[config.mk]
export PLATFORM = sky130hd
export DESIGN_NAME = decode_stage_pipelined_flat
export DESIGN_NICKNAME = d
export VERILOG_FILES = /design/src/rtl/decode_stage_pipelined_if.sv /design/src/rtl/decode_stage_pipelined.sv /design/src/flat_wrapper.sv
export SDC_FILE = /design/constraint.sdc
export NUM_CORES = 2
export LEC_CHECK = 0
export BUFFER_PORTS_ARGS = -buffer_cell sky130_fd_sc_hd__buf_2
export CORE_MARGIN = 5
export CORE_UTILIZATION = 42
export CTS_BUF_LIST = sky130_fd_sc_hd__clkbuf_8
export DETAILED_ROUTE_END_ITERATION = 12
export GPL_TIMING_DRIVEN = 0
export PLACE_DENSITY = 0.68
export SYNTH_ARGS = -nofsm -noshare
export SYNTH_HDL_FRONTEND = slang
export SYNTH_SLANG_ARGS = --single-unit
[constraint.sdc]
create_clock -name clock -period 3.4 [get_ports clock]
set_input_delay 0.17 -clock clock [delete_from_list [all_inputs] [get_ports clock]]
set_output_delay 0.17 -clock clock [all_outputs]
set_load 0.01 [all_outputs]
[src/rtl/decode_stage_pipelined_if.sv]
// Bundle of IF/WB/EX-facing inputs and ID/EX outputs of the pipelined decode stage.
// master drives the decoder inputs (the surrounding pipeline); slave is the decoder.
interface decode_stage_pipelined_if #(
   parameter int DATA_WIDTH = 32,
   parameter int PC_WIDTH   = 10
);
   logic                  if_valid;
   logic [31:0]           instruc;
   logic [PC_WIDTH-1:0]   current_PC;
   logic                  reg_write;
   logic [4:0]            rw;
   logic [DATA_WIDTH-1:0] busw;
   logic                  ex_valid;
   logic                  ex_mem_read;
   logic                  ex_reg_write;
   logic [4:0]            ex_dest;

   logic                  stall;
   logic                  flush_if;
   logic                  branch_sel;
   logic                  jump_sel;
   logic [PC_WIDTH-1:0]   target_address;
   logic                  idex_valid;
   logic [DATA_WIDTH-1:0] idex_bus_a;
   logic [DATA_WIDTH-1:0] idex_bus_b;
   logic [DATA_WIDTH-1:0] idex_immed_ext;
   logic [4:0]            idex_rs;
   logic [4:0]            idex_rt;
   logic [4:0]            idex_rd;
   logic [3:0]            idex_EX_control;
   logic [1:0]            idex_M_control;
   logic [1:0]            idex_WB_control;

   modport master (
      output if_valid, instruc, current_PC, reg_write, rw, busw,
             ex_valid, ex_mem_read, ex_reg_write, ex_dest,
      input  stall, flush_if, branch_sel, jump_sel, target_address,
             idex_valid, idex_bus_a, idex_bus_b, idex_immed_ext,
             idex_rs, idex_rt, idex_rd, idex_EX_control, idex_M_control, idex_WB_control
   );

   modport slave (
      input  if_valid, instruc, current_PC, reg_write, rw, busw,
             ex_valid, ex_mem_read, ex_reg_write, ex_dest,
      output stall, flush_if, branch_sel, jump_sel, target_address,
             idex_valid, idex_bus_a, idex_bus_b, idex_immed_ext,
             idex_rs, idex_rt, idex_rd, idex_EX_control, idex_M_control, idex_WB_control
   );
endinterface

[src/rtl/decode_stage_pipelined.sv]
// Pipelined MIPS/DLX ID stage: register bank, control decode, ID branch/jump, hazard stall, ID/EX register.
// Optional macro DECODE_WB_BYPASS_EN makes a same-cycle WB write visible to the reads (write-through).
module decode_stage_pipelined #(
   parameter int DATA_WIDTH = 32,
   parameter int PC_WIDTH   = 10,
   parameter int NUM_REGS   = 32
) (
   input logic                    clock,
   input logic                    reset,
   decode_stage_pipelined_if.slave bus
);
   localparam logic [5:0] OP_R    = 6'h00;
   localparam logic [5:0] OP_J    = 6'h02;
   localparam logic [5:0] OP_BEQ  = 6'h04;
   localparam logic [5:0] OP_BNE  = 6'h05;
   localparam logic [5:0] OP_ADDI = 6'h08;
   localparam logic [5:0] OP_LW   = 6'h23;
   localparam logic [5:0] OP_SW   = 6'h2B;

   logic [DATA_WIDTH-1:0] regs [32];
   logic [5:0]            opcode;
   logic [4:0]            rs, rt, rd;
   logic                  wb_en;
   logic [DATA_WIDTH-1:0] bus_a, bus_b, immed_ext;
   logic [3:0]            ex_ctl;
   logic [1:0]            m_ctl, wb_ctl;
   logic                  rt_src, is_branch, is_jump;
   logic                  hz_qual, load_use, branch_hz, stall_int;
   logic                  taken, jump_int;
   logic [PC_WIDTH-1:0]   pc_offset;

   assign opcode    = bus.instruc[31:26];
   assign rs        = bus.instruc[25:21];
   assign rt        = bus.instruc[20:16];
   assign rd        = bus.instruc[15:11];
   assign pc_offset = bus.instruc[PC_WIDTH-1:0];
   assign immed_ext = DATA_WIDTH'($signed(bus.instruc[15:0]));
   assign wb_en     = bus.reg_write && (bus.rw != 5'd0) && (32'(bus.rw) < NUM_REGS);

   // Register bank write port; reset clears every entry and beats a same-edge write.
   always_ff @(posedge clock) begin
      if (reset) begin
         for (int i = 0; i < 32; i++) regs[i] <= '0;
      end else if (wb_en) begin
         regs[bus.rw] <= bus.busw;
      end
   end

   // Combinational read ports; r0 and out-of-range indices read zero.
   always_comb begin
      bus_a = '0;
      bus_b = '0;
      if (rs != 5'd0 && 32'(rs) < NUM_REGS) bus_a = regs[rs];
      if (rt != 5'd0 && 32'(rt) < NUM_REGS) bus_b = regs[rt];
`ifdef DECODE_WB_BYPASS_EN
      if (wb_en && bus.rw == rs) bus_a = bus.busw;
      if (wb_en && bus.rw == rt) bus_b = bus.busw;
`endif
   end

   always_comb begin
      ex_ctl = '0;
      m_ctl  = '0;
      wb_ctl = '0;
      rt_src = 1'b0;
      case (opcode)
         OP_R:          begin ex_ctl = 4'b1010; wb_ctl = 2'b10; rt_src = 1'b1; end
         OP_LW:         begin ex_ctl = 4'b0100; m_ctl = 2'b10; wb_ctl = 2'b11; end
         OP_SW:         begin ex_ctl = 4'b0100; m_ctl = 2'b01; rt_src = 1'b1; end
         OP_BEQ, OP_BNE: begin ex_ctl = 4'b0001; rt_src = 1'b1; end
         OP_ADDI:       begin ex_ctl = 4'b0100; wb_ctl = 2'b10; end
         default:       ;
      endcase
   end

   assign is_branch = (opcode == OP_BEQ) || (opcode == OP_BNE);
   assign is_jump   = (opcode == OP_J);

   // A branch resolving in ID needs its operands now, so any pending EX write to them stalls.
   assign hz_qual   = bus.if_valid && bus.ex_valid && (bus.ex_dest != 5'd0);
   assign load_use  = hz_qual && bus.ex_mem_read &&
                      ((bus.ex_dest == rs) || (rt_src && bus.ex_dest == rt));
   assign branch_hz = hz_qual && is_branch && bus.ex_reg_write &&
                      ((bus.ex_dest == rs) || (bus.ex_dest == rt));
   assign stall_int = load_use || branch_hz;

   assign taken    = !stall_int && bus.if_valid &&
                     (((opcode == OP_BEQ) && (bus_a == bus_b)) ||
                      ((opcode == OP_BNE) && (bus_a != bus_b)));
   assign jump_int = !stall_int && bus.if_valid && is_jump;

   assign bus.stall          = stall_int;
   assign bus.branch_sel     = taken;
   assign bus.jump_sel       = jump_int;
   assign bus.flush_if       = taken || jump_int;
   assign bus.target_address = is_jump ? pc_offset : (bus.current_PC + pc_offset);

   // ID/EX register: a stalled or invalid slot is captured as an all-zero bubble.
   always_ff @(posedge clock) begin
      if (reset || !bus.if_valid || stall_int) begin
         bus.idex_valid      <= 1'b0;
         bus.idex_bus_a      <= '0;
         bus.idex_bus_b      <= '0;
         bus.idex_immed_ext  <= '0;
         bus.idex_rs         <= '0;
         bus.idex_rt         <= '0;
         bus.idex_rd         <= '0;
         bus.idex_EX_control <= '0;
         bus.idex_M_control  <= '0;
         bus.idex_WB_control <= '0;
      end else begin
         bus.idex_valid      <= 1'b1;
         bus.idex_bus_a      <= bus_a;
         bus.idex_bus_b      <= bus_b;
         bus.idex_immed_ext  <= immed_ext;
         bus.idex_rs         <= rs;
         bus.idex_rt         <= rt;
         bus.idex_rd         <= rd;
         bus.idex_EX_control <= ex_ctl;
         bus.idex_M_control  <= m_ctl;
         bus.idex_WB_control <= wb_ctl;
      end
   end
endmodule

[src/flat_wrapper.sv]
// flat-port wrapper written by rule: the top's interface ports become plain ports
module decode_stage_pipelined_flat 
#(
   parameter int DATA_WIDTH = 32,
   parameter int PC_WIDTH   = 10,
   parameter int NUM_REGS   = 32
)
  (clock, reset, bus_if_valid, bus_instruc, bus_current_PC, bus_reg_write, bus_rw, bus_busw, bus_ex_valid, bus_ex_mem_read, bus_ex_reg_write, bus_ex_dest, bus_stall, bus_flush_if, bus_branch_sel, bus_jump_sel, bus_target_address, bus_idex_valid, bus_idex_bus_a, bus_idex_bus_b, bus_idex_immed_ext, bus_idex_rs, bus_idex_rt, bus_idex_rd, bus_idex_EX_control, bus_idex_M_control, bus_idex_WB_control);
  decode_stage_pipelined_if #(.DATA_WIDTH(DATA_WIDTH), .PC_WIDTH(PC_WIDTH)) bus_i ();
  input logic clock;
  input logic reset;
  input wire logic [$bits(bus_i.if_valid)-1:0] bus_if_valid;
  input wire logic [$bits(bus_i.instruc)-1:0] bus_instruc;
  input wire logic [$bits(bus_i.current_PC)-1:0] bus_current_PC;
  input wire logic [$bits(bus_i.reg_write)-1:0] bus_reg_write;
  input wire logic [$bits(bus_i.rw)-1:0] bus_rw;
  input wire logic [$bits(bus_i.busw)-1:0] bus_busw;
  input wire logic [$bits(bus_i.ex_valid)-1:0] bus_ex_valid;
  input wire logic [$bits(bus_i.ex_mem_read)-1:0] bus_ex_mem_read;
  input wire logic [$bits(bus_i.ex_reg_write)-1:0] bus_ex_reg_write;
  input wire logic [$bits(bus_i.ex_dest)-1:0] bus_ex_dest;
  output wire logic [$bits(bus_i.stall)-1:0] bus_stall;
  output wire logic [$bits(bus_i.flush_if)-1:0] bus_flush_if;
  output wire logic [$bits(bus_i.branch_sel)-1:0] bus_branch_sel;
  output wire logic [$bits(bus_i.jump_sel)-1:0] bus_jump_sel;
  output wire logic [$bits(bus_i.target_address)-1:0] bus_target_address;
  output wire logic [$bits(bus_i.idex_valid)-1:0] bus_idex_valid;
  output wire logic [$bits(bus_i.idex_bus_a)-1:0] bus_idex_bus_a;
  output wire logic [$bits(bus_i.idex_bus_b)-1:0] bus_idex_bus_b;
  output wire logic [$bits(bus_i.idex_immed_ext)-1:0] bus_idex_immed_ext;
  output wire logic [$bits(bus_i.idex_rs)-1:0] bus_idex_rs;
  output wire logic [$bits(bus_i.idex_rt)-1:0] bus_idex_rt;
  output wire logic [$bits(bus_i.idex_rd)-1:0] bus_idex_rd;
  output wire logic [$bits(bus_i.idex_EX_control)-1:0] bus_idex_EX_control;
  output wire logic [$bits(bus_i.idex_M_control)-1:0] bus_idex_M_control;
  output wire logic [$bits(bus_i.idex_WB_control)-1:0] bus_idex_WB_control;
  assign bus_i.if_valid = bus_if_valid;
  assign bus_i.instruc = bus_instruc;
  assign bus_i.current_PC = bus_current_PC;
  assign bus_i.reg_write = bus_reg_write;
  assign bus_i.rw = bus_rw;
  assign bus_i.busw = bus_busw;
  assign bus_i.ex_valid = bus_ex_valid;
  assign bus_i.ex_mem_read = bus_ex_mem_read;
  assign bus_i.ex_reg_write = bus_ex_reg_write;
  assign bus_i.ex_dest = bus_ex_dest;
  assign bus_stall = bus_i.stall;
  assign bus_flush_if = bus_i.flush_if;
  assign bus_branch_sel = bus_i.branch_sel;
  assign bus_jump_sel = bus_i.jump_sel;
  assign bus_target_address = bus_i.target_address;
  assign bus_idex_valid = bus_i.idex_valid;
  assign bus_idex_bus_a = bus_i.idex_bus_a;
  assign bus_idex_bus_b = bus_i.idex_bus_b;
  assign bus_idex_immed_ext = bus_i.idex_immed_ext;
  assign bus_idex_rs = bus_i.idex_rs;
  assign bus_idex_rt = bus_i.idex_rt;
  assign bus_idex_rd = bus_i.idex_rd;
  assign bus_idex_EX_control = bus_i.idex_EX_control;
  assign bus_idex_M_control = bus_i.idex_M_control;
  assign bus_idex_WB_control = bus_i.idex_WB_control;
  decode_stage_pipelined #(.DATA_WIDTH(DATA_WIDTH), .PC_WIDTH(PC_WIDTH), .NUM_REGS(NUM_REGS)) u_core (.clock(clock), .reset(reset), .bus(bus_i));
endmodule
# ---- Word level (Yosys, flattened, before mapping)
# Memory sizes are Yosys's and may differ from the RTL's.
# Cells that the tools add are included.
# Widths: inputs -> output; s select.
dict set report op_classes {
  add_sub_neg 1
  eq_ne 10
  mux 16
  n_reduce_logical 34
}
# cell count
set ops {}
lappend ops {{$mux 32} 3}
lappend ops {{$eq 32x32->1} 1}
lappend ops {{$ne 32x32->1} 1}
lappend ops {{$reduce_or 32->1} 1}
lappend ops {{$reduce_bool 5->1} 4}
lappend ops {{$logic_and 1x1->1} 14}
lappend ops {{$eq 6x3->1 const B} 2}
lappend ops {{$eq 6x6->1 const B} 2}
lappend ops {{$pmux 4 s3} 1}
lappend ops {{$add 10x10->10} 1}
lappend ops {{$eq 5x5->1} 2}
lappend ops {{$mux 10} 1}
lappend ops {{$logic_or 1x1->1} 8}
lappend ops {{$mux 1} 8}
lappend ops {{$pmux 2 s2} 2}
lappend ops {{$eq 6x2->1 const B} 1}
lappend ops {{$eq 6x4->1 const B} 1}
lappend ops {{$logic_not 6->1} 1}
lappend ops {{$mux 5} 1}
lappend ops {{$reduce_or 2->1} 2}
lappend ops {{$reduce_or 4->1} 1}
lappend ops {{$reduce_or 3->1} 1}
lappend ops {{$logic_not 1->1} 2}
dict set report word_totals {
  register_bits 104
  ramBits 1024
  input_bits 91
  out_inout_bits 134
  word_cells 72
  mem_count 1
}
# name depth word_bits rd rd_clocked_by_memory_dff wr line_no
set mem_list {}
lappend mem_list {u_core.regs 32 32 2 0 32 decode_stage_pipelined.sv:20} ;# logic [DATA_WIDTH-1:0] regs [32];

# ---- Depth between registers and ports, before layout
dict set report logic_depth {
  depth_word 11
  ltp_mapped 15
  mapped_depth_nobuf 13
}

# ---- Worst setup path before layout
# OpenSTA, ideal clock, no wires.
dict set report synth_timing {
  path_type {in2out}
  startpoint {input bus_instruc[21]}
  endpoint {output bus_flush_if}
  t_arrival_ps 2703
  t_required_ps 3230
  slack_ps 527
  stages 12
  n_path_buf 4
  cell_sequence {buf_6 -> buf_6 -> buf_6 -> buf_4 -> nor3_1 -> a211o_1 -> xor2_1 -> nor4_1 -> nand4_1 -> nor4_2 -> xnor2_1 -> o22ai_1}
}
dict set report synth_between {
  elab_chain_cells 8
  elab_cells_between_ends 19
  classes_between {eq/ne: 3; mux: 1; reduce/logical: 14; memory: 1}
}
# element line_no
set synth_rtl {}
lappend synth_rtl {{start: declaration} flat_wrapper.sv:13} ;# input wire logic [$bits(bus_i.instruc)-1:0] bus_instruc;
lappend synth_rtl {{branches (longest 7 deep; another with $mem_v2 32x32)} -}
lappend synth_rtl {{$logic_or 1x1->1 *} decode_stage_pipelined.sv:95} ;# assign bus.flush_if = taken || jump_int;
lappend synth_rtl {{end: declaration} flat_wrapper.sv:23} ;# output wire logic [$bits(bus_i.flush_if)-1:0] bus_flush_if;
# Every way passes the cells marked *.

# ---- Worst setup path in the final report
dict set report layout_timing {
  startpoint {input bus_instruc[22]}
  endpoint {output bus_branch_sel}
}
dict set report layout_between {
  elab_chain_cells 7
  elab_cells_between_ends 17
  classes_between {eq/ne: 3; mux: 1; reduce/logical: 12; memory: 1}
}
# element line_no
set layout_rtl {}
lappend layout_rtl {{branches (longest 6 deep; another with $mem_v2 32x32)} -}
lappend layout_rtl {{$logic_and 1x1->1 *} decode_stage_pipelined.sv:87} ;# assign taken = !stall_int && bus.if_valid &&
lappend layout_rtl {{end: declaration} flat_wrapper.sv:24} ;# output wire logic [$bits(bus_i.branch_sel)-1:0] bus_branch_sel;
# Marks and branches as above.

==> impl_metrics.env <==
export IMPL_finalCritPeriodShare_pct=160
export IMPL_postSynthAreaPerCell_um2=14.7
export IMPL_antenna_found_initial=51
export IMPL_yosys_warnings=0
export IMPL_netlist_instances=3958
export IMPL_synth_seq_cells=1121
export IMPL_crit_slowest_cell="buf_2"
export IMPL_end_kind="output port"
export IMPL_synthToLayoutAreaGrowth_pct=13.9
export IMPL_grt_max_degree=33
export IMPL_postRouteAntennaNets=0
export IMPL_p_clk_share_pct=35.2
export IMPL_nets=4582
export IMPL_routed_wl_mm=269
export IMPL_p_seq_share_pct=49.6
export IMPL_maxSlewViolCount=186
export IMPL_layout_drive_gt1_share_pct=25.9
export IMPL_timing_final_crit_period_ps=5440
export IMPL_crit_chain="buf_2 > buf_2 > buf_2 > buf_2 > mux4_2 > a22oi_1 > a211oi_1 > a21oi_1 > xnor2_2 > nand4_1 > nor4_4 > xnor2_2 > buf_4 > nor2_4 > buf_6"
export IMPL_path_clk_slew_ps=60
export IMPL_synth_edff_count=1024
export IMPL_ys_flop_type="edfxtp_1"
export IMPL_drv_cap=7
export IMPL_synthSimpleGateAreaFrac_pct=14.4
export IMPL_status="complete, but fails checks"
export IMPL_final_area_um2=66400
export IMPL_crit_type="in -> out"
export IMPL_layout_setup_ws_ps=-2040
export IMPL_path_common_cell="buf_2"
export IMPL_synth_xor_area_share_pct=0.752
export IMPL_hold_depth=3
export IMPL_rows=136
export IMPL_ir_worst_vdd_uv=328
export IMPL_clock_fmax_ghz=0.184
export IMPL_grt_usage_pct=35.8
export IMPL_grt_ovfl_total=0
export IMPL_finalSetupViolCount=2
export IMPL_fin_total_pwr_mw=32.7
export IMPL_tightestPinTransition_ps=1620
export IMPL_cts_buffers=184
export IMPL_cp_max_fo=11
export IMPL_cts_htree_levels=4
export IMPL_finClkSkew_ps=50.3
export IMPL_cpPeakStageDelay_ps=740
export IMPL_cp_num_cells=15
export IMPL_cts_root_buf="clkbuf_8"
export IMPL_switching_share_pct=29.2
export IMPL_cts_tree="done"
export IMPL_syn_cell_area_um2=58300
export IMPL_ys_types=67
export IMPL_synth_top_cell_area_share_pct=52.8
export IMPL_start_kind="input port"
export IMPL_utilization_pct=48.2
export IMPL_p_per_area_nw_per_um2=492
export IMPL_hp_class="in -> reg"
export IMPL_pwr_share_comb_pct=15.2
export IMPL_crit_buf_inv=6
export IMPL_synth_top_family_by_area="multiplexers"
export IMPL_dr_pass1_iters=9
export IMPL_synthMuxAreaShare_pct=20.7
export IMPL_place_ws_ps=-3060
export IMPL_rr_worst_depth=5
export IMPL_synth_compound_area_share_pct=3.84
export IMPL_critPathRequiredTime_ps=3230
export IMPL_critPathTopFamily="buffers and inverters"
export IMPL_first_global_vias=42200
export IMPL_core_um2=138000
export IMPL_slew_headroom_pct=-7.70
export IMPL_io_pins=225
export IMPL_drc=0
export IMPL_clock_latency_ps=980
export IMPL_portBuffers=215
export IMPL_synthTopCellsByCount="1,024 x and2_1, 1,024 x edfxtp_1, 437 x mux4_2, 257 x clkbuf_1, 113 x mux2i_1"
export IMPL_die_y_um=382
export IMPL_cp_arrival_ps=5270
export IMPL_placed_cell_area_um2=61700
export IMPL_async_reset_ff_share_pct=0
export IMPL_routedWlPerCell_um=41.6
export IMPL_internal_power_mw=23.1
export IMPL_numClockSinks=1121
export IMPL_rsz0062_at_grt="true"
export IMPL_p_leak_nw=24.1
export IMPL_ys_seq_area_share_pct=56.1
export IMPL_grt_first_pass_wirelength_mm=353
export IMPL_drt_iter0_drc=8933
export IMPL_num_vias=44400
export IMPL_violations="max-capacitance violations, max-slew violations, negative setup slack"
export IMPL_synth_area_leaders="edfxtp_1 53%, mux4_2 17%, and2_1 11%"
export IMPL_gp_congestion=1.04
export IMPL_dp_hpwl_mm=179
export IMPL_dieArea_um2=146000
export IMPL_synth_fa_ha_area_share_pct=0.228
export IMPL_die_w_um=382
export IMPL_cts_buffer_depth=3
export IMPL_yosysTopAreaCell="edfxtp_1"
export IMPL_start_util_pct=42.3
export IMPL_p_switching_mw=9.55
export IMPL_vias_per_cell=6.87
export IMPL_hold_viol_final=0
==> power by group through the flow <==
stage | Combinational (mW) | Clock [mW] | Sequential (mW)
finish | 4.96 | 11.5 | 16.2
global route | 4.90 | 11.9 | 16.2
CTS | 4.66 | 11.3 | 16.2
detailed placement | 4.51 | 0 | 16.4
global placement | 4.49 | 0 | 16.4
floorplan | 2.51 | 0 | 16.3
==> logic make-up after synthesis <==
logic type      Yosys count
mux                     620
buf+inv                 440
simple gates           1438
flops                  1121
compound gates          278
xor+xnor                 50
fa+ha+maj                10
other cells               1
==> area by class of cell <==
cell class                 instances  area (um^2)
multi-input combinational       2428        23500
fill                           12000        71300
tap                             1794         2240
clock inverter                   132          629
antenna                           38         95.1
buffer                           427         2380
clock buffer                     200         2750
sequential                      1121        32700
timing repair buffer             308         1980
inverter                          11         41.3
==> metal layers <==
layer | vias up | GRT usage, % | wire length (um)
met5 | - | 0.728 | 405
met4 | 32 | 26.3 | 25300
met3 | 1210 | 18.8 | 47700
met2 | 4821 | 49.4 | 108000
met1 | 22200 | 42.4 | 87500
li1 | 16100 | - | -
==> path summary, 6_finish.rpt <==
check	startpoint	end	slack, ps
max	bus_instruc[22]	bus_branch_sel	-2040
min	bus_instruc[0]	u_core.bus.idex_immed_ext[0]	30
max reg2reg	u_core.regs[28][11]	u_core.bus.idex_bus_a[11]	790
min reg2reg	u_core.regs[12][9]	u_core.bus.idex_bus_a[9]	940
==> cells in the final DEF (no fill, tap or decap), types with 38 or more instances in the layout <==
master	count
clkbuf_8	201
mux4_2	439
diode_2	38
nand3_1	64
and2_1	1024
buf_4	81
a22oi_1	78
dlygate4sd3_1	80
nor2_1	108
buf_2	271
nand2_1	111
inv_1	87
mux2_2	50
mux2i_1	113
dfxtp_1	97
clkbuf_1	236
edfxtp_1	1024
==> worst register-to-register path, stage by stage (launching register included) <==
cell	delay (ps)
edfxtp_1	390
mux4_2	510
a22o_1	270
a211oi_1	490
a211o_1	590
nor2_1	200
==> flip-flops by register name, indices dropped and copies added, names as in the netlist <==
register and count:
u_core.bus.idex_EX_control 3, u_core.bus.idex_M_control 1, u_core.bus.idex_WB_control 2, u_core.bus.idex_bus_a 32, u_core.bus.idex_bus_b 32, u_core.bus.idex_immed_ext 12
u_core.bus.idex_rd 4, u_core.bus.idex_rs 5, u_core.bus.idex_rt 5, u_core.bus.idex_valid 1, u_core.regs 1024
==> per-stage QoR <==
stage | setup TNS (ps) | hold slack, ps | std cells
after global placement | -59180 | 374 | 5998
after global routing | -3570 | 54.2 | 6428
after CTS | -5800 | 24.4 | 6419
final | -4060 | 33.7 | 6459
after detailed placement | -47610 | 373 | 5999
after floorplan | 0 | 249 | 3989
==> repair_timing <==
action,CTS,global route
buffers inserted,9,3
pin swaps,15,11
hold buffers,80,0
endpoints found under the setup margin,3,58
resized for setup,58,28
endpoints found under the hold margin,629,0
No activity file was read; power rests on OpenSTA's default activity.
